### config.mk
export PLATFORM = sky130hd
export DESIGN_NAME = bomb_game_ctrl
export DESIGN_NICKNAME = d
export VERILOG_FILES = /design/src/rtl/bomb_game_ctrl_pkg.sv /design/src/rtl/bomb_game_ctrl_strike_counter.sv /design/src/rtl/bomb_game_ctrl.sv
export SDC_FILE = /design/constraint.sdc
export NUM_CORES = 1
export LEC_CHECK = 0
export BUFFER_PORTS_ARGS = -buffer_cell sky130_fd_sc_hd__buf_2
export CORE_MARGIN = 2
export CORE_UTILIZATION = 39
export CTS_BUF_LIST = sky130_fd_sc_hd__clkbuf_4
export DETAILED_ROUTE_END_ITERATION = 7
export PLACE_DENSITY = 0.77
export SYNTH_ARGS = -nofsm -noshare
export SYNTH_HDL_FRONTEND = slang
export SYNTH_SLANG_ARGS = --single-unit
### constraint.sdc
create_clock -name clk -period 2.5 [get_ports clk]
set_input_delay 0.5 -clock clk [delete_from_list [all_inputs] [get_ports clk]]
set_output_delay 0.5 -clock clk [all_outputs]
set_load 0.005 [all_outputs]
### src/rtl/bomb_game_ctrl_pkg.sv
// ---------------------------------------------------------------------------
// bomb_game_ctrl_pkg
// Shared definitions for the bomb puzzle game sequencer and for every module
// that decodes the game_state bus.
//   - GS_* : game_state bus encodings (the one place they are defined)
//   - TIME_*_DEFAULT : BCD countdown start times per difficulty
//   - game_fsm_t : sequencer state enum
//   - diff_to_time : difficulty select to initial time mapping
// ---------------------------------------------------------------------------
package bomb_game_ctrl_pkg;

    localparam logic [7:0] GS_IDLE     = 8'h00;
    localparam logic [7:0] GS_ACTIVE   = 8'h10;
    localparam logic [7:0] GS_DEFUSED  = 8'h20;
    localparam logic [7:0] GS_EXPLODED = 8'h30;

    localparam logic [11:0] TIME_EASY_DEFAULT = 12'h300;
    localparam logic [11:0] TIME_MED_DEFAULT  = 12'h200;
    localparam logic [11:0] TIME_HARD_DEFAULT = 12'h090;

    typedef enum logic [1:0] {
        ST_IDLE     = 2'd0,
        ST_ACTIVE   = 2'd1,
        ST_DEFUSED  = 2'd2,
        ST_EXPLODED = 2'd3
    } game_fsm_t;

    // Difficulty 0 -> easy, 1 -> medium, 2 and 3 -> hard.
    function automatic logic [11:0] diff_to_time(
        input logic [1:0]  difficulty,
        input logic [11:0] t_easy,
        input logic [11:0] t_med,
        input logic [11:0] t_hard
    );
        case (difficulty)
            2'd0:    return t_easy;
            2'd1:    return t_med;
            default: return t_hard;
        endcase
    endfunction

endpackage

### src/rtl/bomb_game_ctrl_strike_counter.sv
// ---------------------------------------------------------------------------
// bomb_game_ctrl_strike_counter
// Saturating strike accumulator. Counts the set bits of the (already masked)
// strike vector each enabled cycle and adds them to the running count,
// saturating at MAX_STRIKES.
// Ports:
//   clk, reset      : clock, synchronous active-high reset
//   strike_masked   : strike pulses from modules in play
//   clear           : zero the count (takes priority over enable)
//   enable          : accumulate this cycle (game active)
//   strike_count    : registered saturating count
//   strike_flash    : registered, high for one cycle per accepted strike cycle
//   at_max          : combinational, this cycle's accumulated sum reaches max
// ---------------------------------------------------------------------------
module bomb_game_ctrl_strike_counter #(
    parameter int N_MOD       = 4,
    parameter int MAX_STRIKES = 3
) (
    input  logic             clk,
    input  logic             reset,
    input  logic [N_MOD-1:0] strike_masked,
    input  logic             clear,
    input  logic             enable,
    output logic [1:0]       strike_count,
    output logic             strike_flash,
    output logic             at_max
);

    // Wide enough for (max count 3) + (all N_MOD strikes at once).
    localparam int CW = $clog2(N_MOD + 4);

    logic [CW-1:0] pc [0:N_MOD];
    logic [CW-1:0] sum;
    logic [1:0]    sat_sum;
    logic [1:0]    count_reg;
    logic          flash_reg;

    // Ripple popcount of the masked strike vector.
    assign pc[0] = '0;
    generate
        for (genvar gi = 0; gi < N_MOD; gi++) begin : g_popcount
            assign pc[gi+1] = pc[gi] + {{(CW-1){1'b0}}, strike_masked[gi]};
        end
    endgenerate

    assign sum     = {{(CW-2){1'b0}}, count_reg} + pc[N_MOD];
    assign sat_sum = (sum >= CW'(MAX_STRIKES)) ? 2'(MAX_STRIKES) : sum[1:0];
    assign at_max  = enable && (sum >= CW'(MAX_STRIKES));

    always_ff @(posedge clk) begin
        if (reset || clear) begin
            count_reg <= 2'd0;
            flash_reg <= 1'b0;
        end else if (enable) begin
            count_reg <= sat_sum;
            flash_reg <= (pc[N_MOD] != '0);
        end else begin
            flash_reg <= 1'b0;
        end
    end

    assign strike_count = count_reg;
    assign strike_flash = flash_reg;

endmodule

### src/rtl/bomb_game_ctrl.sv
// ---------------------------------------------------------------------------
// bomb_game_ctrl
// Top-level game sequencer for the bomb puzzle. Drives game_state for the
// countdown and puzzle modules, selects the countdown start time from the
// difficulty, aggregates solved/strike flags and decides win or explosion.
// Ports:
//   clk, reset            : 50 MHz clock, synchronous active-high reset
//   start                 : one-cycle start pulse
//   difficulty, module_en : sampled on start in IDLE
//   module_solved         : per-module solved level flags
//   strike                : per-module one-cycle strike pulses
//   sec_timer             : one-second pulse shared with the countdown
//   value_three/two/one   : countdown BCD digits (only tested for all zero)
//   game_state            : 00 idle, 10 active, 20 defused, 30 exploded
//   init_time             : BCD start time for the countdown
//   strike_count          : saturating strike count
//   strike_flash          : pulse per cycle with an accepted strike
// ---------------------------------------------------------------------------
module bomb_game_ctrl
    import bomb_game_ctrl_pkg::*;
#(
    parameter int          N_MOD       = 4,
    parameter int          MAX_STRIKES = 3,
    parameter logic [11:0] TIME_EASY   = TIME_EASY_DEFAULT,
    parameter logic [11:0] TIME_MED    = TIME_MED_DEFAULT,
    parameter logic [11:0] TIME_HARD   = TIME_HARD_DEFAULT
) (
    input  logic             clk,
    input  logic             reset,
    input  logic             start,
    input  logic [1:0]       difficulty,
    input  logic [N_MOD-1:0] module_en,
    input  logic [N_MOD-1:0] module_solved,
    input  logic [N_MOD-1:0] strike,
    input  logic             sec_timer,
    input  logic [3:0]       value_three,
    input  logic [3:0]       value_two,
    input  logic [3:0]       value_one,
    output logic [7:0]       game_state,
    output logic [11:0]      init_time,
    output logic [1:0]       strike_count,
    output logic             strike_flash
);

    game_fsm_t        state_reg, state_next;
    logic [11:0]      init_time_reg, init_time_next;
    logic [N_MOD-1:0] en_q_reg, en_q_next;
    logic             first_cycle_reg, first_cycle_next;
    logic             clear_strikes;
    logic             at_max;
    logic             expire;
    logic             win;
    logic             is_active;

    assign is_active = (state_reg == ST_ACTIVE);

    // The countdown still shows its old value during the first active cycle,
    // so an all-zero display then is not a real expiry.
    assign expire = sec_timer && !first_cycle_reg &&
                    (value_three == 4'd0) && (value_two == 4'd0) &&
                    (value_one == 4'd0);

    assign win = ((module_solved & en_q_reg) == en_q_reg);

    bomb_game_ctrl_strike_counter #(
        .N_MOD       (N_MOD),
        .MAX_STRIKES (MAX_STRIKES)
    ) u_strike_counter (
        .clk           (clk),
        .reset         (reset),
        .strike_masked (strike & en_q_reg),
        .clear         (clear_strikes),
        .enable        (is_active),
        .strike_count  (strike_count),
        .strike_flash  (strike_flash),
        .at_max        (at_max)
    );

    always_ff @(posedge clk) begin
        if (reset) begin
            state_reg       <= ST_IDLE;
            init_time_reg   <= TIME_EASY;
            en_q_reg        <= '1;
            first_cycle_reg <= 1'b0;
        end else begin
            state_reg       <= state_next;
            init_time_reg   <= init_time_next;
            en_q_reg        <= en_q_next;
            first_cycle_reg <= first_cycle_next;
        end
    end

    always_comb begin
        state_next       = state_reg;
        init_time_next   = init_time_reg;
        en_q_next        = en_q_reg;
        first_cycle_next = 1'b0;
        clear_strikes    = 1'b0;
        case (state_reg)
            ST_IDLE: begin
                if (start) begin
                    // An empty selection would be an instant win; play all.
                    en_q_next        = (module_en == '0) ? '1 : module_en;
                    init_time_next   = diff_to_time(difficulty, TIME_EASY,
                                                    TIME_MED, TIME_HARD);
                    clear_strikes    = 1'b1;
                    first_cycle_next = 1'b1;
                    state_next       = ST_ACTIVE;
                end
            end
            ST_ACTIVE: begin
                // Explosion wins ties with a simultaneous final solve.
                if (expire || at_max) begin
                    state_next = ST_EXPLODED;
                end else if (win) begin
                    state_next = ST_DEFUSED;
                end
            end
            ST_DEFUSED, ST_EXPLODED: begin
                if (start) begin
                    clear_strikes = 1'b1;
                    state_next    = ST_IDLE;
                end
            end
            default: begin
                clear_strikes = 1'b1;
                state_next    = ST_IDLE;
            end
        endcase
    end

    always_comb begin
        game_state = GS_IDLE;
        case (state_reg)
            ST_ACTIVE:   game_state = GS_ACTIVE;
            ST_DEFUSED:  game_state = GS_DEFUSED;
            ST_EXPLODED: game_state = GS_EXPLODED;
            default:     game_state = GS_IDLE;
        endcase
    end

    assign init_time = init_time_reg;

endmodule

==> results.cfg <==
[run_status]
outcome = completed

[cells_and_area]
diodes = 0
largest_reg_flops = 4
finalNetCount = 168
drive_above_1_share = 0.477
area_delta_synth_final_pct = 29.7
fin_area_um2 = 1100

[sta]
fin_skew_ns = 0.000580
rsz0062_at_grt = yes
tns_ns = 0
final_hold_viol_count = 0
layout_min_cycle_time_ns = 2.49
fmax_mhz = 401
finalSetupViolCount = 0
report.final.slew_viol_count = 0
finalCritPeriodShare = 0.997

[setup_path]
critPathLaunchType = primary input
path_class = in -> reg
r2r_cells = 9
endpoint = state_reg[1]$_SDFFE_PP0P_
cp-startpoint = strike[1]
reg2reg_slack_ns = 0.007
r2r-end = state_reg[1]$_SDFFE_PP0P_
cp-end-kind = register
r2r_start = en_q_reg[1]$_SDFFE_PP1P_
cp_max_fo = 2
cp_data_required_time_ns = 2.68
cp.arrival_ns = 2.67

[floorplanning]
rows = 16
io_pins = 53
dieWidth_um = 50.7
die-area_um2 = 2570
core_um2 = 2000
start_util = 0.424
fp.dieH_um = 50.7

[placement]
portBuffers = 38
routabilityCongestion = 0.759
hpwl_um = 1500
post_dp_cell_area_um2 = 1070

[yosys]
synth-edff-count = 0
seq_area_frac_synth = 0.306
synth_top_flop_cell = dfxtp_1
syn_area_um2 = 850
ys.warnings.count = 0
ys_ff_latch = 13
synth.distinct_cells = 32
avgSynthCellArea_um2 = 9.04
syn_inst = 94
async_flop_share = 0

[min_path]
hp-class = in -> reg

[cts]
cts-root-buf = clkbuf_4
clock_latency_ns = 0.28
clk_pin_slew_ns = 0.08
cts_inserted_buffers = 3
cts_tree = done
cts_setup_buffers = 0
hold_buffers = 0
cts_num_sinks = 13
htree_levels = 1
max-clock-path-buffers = 2

[drt]
ant_nets = 0
vias = 743
firstDrtPassIters = 3
routed_wl_um = 1770
vias_per_cell = 4.67
drc_errors = 0
drt_iter0_drc = 7
wl_per_cell_um = 11.1

[power]
ir_worst_vdd_mv = 0.380
power.density_nw_per_um2 = 577
switching_share = 0.328
leakage_nw = 0.511
clock_power_share = 0.211
switchingPower_mw = 0.209
power_frac_seq = 0.395
comb_power_share = 0.394
p_int_mw = 0.427

[global_routing]
grt_usage = 0.160
first_global_vias = 722
grt_pass1_wl_um = 3000
grt_antenna_before_repair = 0
grt-ovfl-total = 0
grt_start_max_net_pins = 12

[job]
max_cap_violations = 0
critical path, cell delays in order:
cell and delay (ns):
buf_2 0.10, and2_4 0.15, ha_4 0.23, fa_2 0.55, ha_4 0.13, inv_2 0.03
fa_2 0.52, nand2b_4 0.12, a31oi_1 0.09, o31a_1 0.24
metrics by stage:
step           setup WS (ns)  std cells  hold WS [ns]  utilization  power, mW
3_3_place_gp          -0.248        155         0.441        0.536      0.501
5_1_grt              -0.0628        159         0.447        0.551      0.683
4_1_cts              0.00257        159         0.447        0.551      0.648
2_1_floorplan         -0.114        107         0.461            -      0.457
6_report             0.00660        159         0.457        0.551      0.636
3_5_place_dp          -0.296        155         0.453        0.536      0.508
what timing repair did:
action                                  CTS  global route
gates cloned                              0             0
pin swaps                                 0             1
gates resized for setup                   1             0
endpoints found under the setup margin    1             3
Yosys cell counts, types with 2 or more instances:
cell | instances | area share
o22ai_1 | 5 | 0.037
nand2_1 | 6 | 0.027
nor2_1 | 4 | 0.018
dfxtp_1 | 13 | 0.31
ha_1 | 3 | 0.044
o21ai_0 | 2 | 0.012
buf_4 | 15 | 0.13
nor3_1 | 3 | 0.018
fa_1 | 2 | 0.047
clkbuf_1 | 2 | 0.0088
nand2b_1 | 4 | 0.029
and2_1 | 4 | 0.029
nor2b_1 | 2 | 0.015
nor4_1 | 2 | 0.015
a31oi_1 | 2 | 0.015
inv_1 | 8 | 0.035
a21oi_1 | 2 | 0.012
how the worst min path moves through the flow:
stage / from / to / slack [ns] / cells after the start
3_3_place_gp: init_time[8]$_SDFFE_PP1P_ / init_time[8]$_SDFFE_PP1P_ / 0.44 / 1
6_report: module_en[3] / en_q_reg[3]$_SDFFE_PP1P_ / 0.46 / 3
2_1_floorplan: init_time[8]$_SDFFE_PP1P_ / init_time[8]$_SDFFE_PP1P_ / 0.46 / 1
3_5_place_dp: init_time[8]$_SDFFE_PP1P_ / init_time[8]$_SDFFE_PP1P_ / 0.45 / 1
5_1_grt: module_en[3] / en_q_reg[3]$_SDFFE_PP1P_ / 0.45 / 3
4_1_cts: module_en[0] / en_q_reg[0]$_SDFFE_PP1P_ / 0.45 / 3
power groups by stage:
| stage | combinational (mW) | sequential, mW | clock (mW) |
|---|---|---|---|
| final | 0.251 | 0.251 | 0.134 |
| after global routing | 0.279 | 0.254 | 0.151 |
| after CTS | 0.253 | 0.252 | 0.143 |
| after detailed placement | 0.252 | 0.256 | 0 |
| after global placement | 0.245 | 0.255 | 0 |
| after floorplan | 0.203 | 0.254 | 0 |
metal layers:
metal | GRT usage | vias to the layer above | part of all wire | wire length [um]
li1 | - | 371 | - | -
met1 | 0.173 | 334 | 0.40 | 709
met2 | 0.265 | 31 | 0.49 | 865
met3 | 0.0685 | 7 | 0.087 | 153
met4 | 0.0811 | 0 | 0.022 | 39
met5 | 0 | - | 0 | 0
placed cells by master, fill, tap and decap left out, drive strengths merged:
master	netlist	final
nor4	2	2
o22ai	5	5
a2111oi	1	1
o41ai	1	1
o21ai	2	2
a21oi	2	2
nand2	6	6
nor3	3	3
buf	15	39
a211o	1	1
and2	4	4
inv	8	8
clkinv	0	1
nand2b	5	5
a31oi	2	2
o31a	1	1
nor2b	2	2
dfxtp	13	13
ha	3	3
and3	1	1
nor4b	1	1
nand4	1	1
a211oi	1	1
xor2	1	1
nor2	4	4
fa	2	2
conb	1	14
or3	1	1
a221oi	1	1
clkbuf	2	3
nor3b	1	1
area by class of cell:
class / count / area, um^2
Tap cell: 27 / 33.8
Fill cell: 199 / 900
Inverter: 8 / 30.0
Clock buffer: 3 / 22.5
Timing Repair Buffer: 39 / 198
Clock inverter: 1 / 5.00
Sequential cell: 13 / 262
Multi-Input combinational cell: 68 / 552
cell families after synthesis:
family | synth area share
AOI/OAI and AO/OA | 0.166
xor gates and xnor gates | 0.0103
adders and majority gates | 0.0913
buffers and inverters | 0.187
DFF | 0.306
other | 0.00441
and+or+nand+nor | 0.234
(Power assumes the default switching activity.)
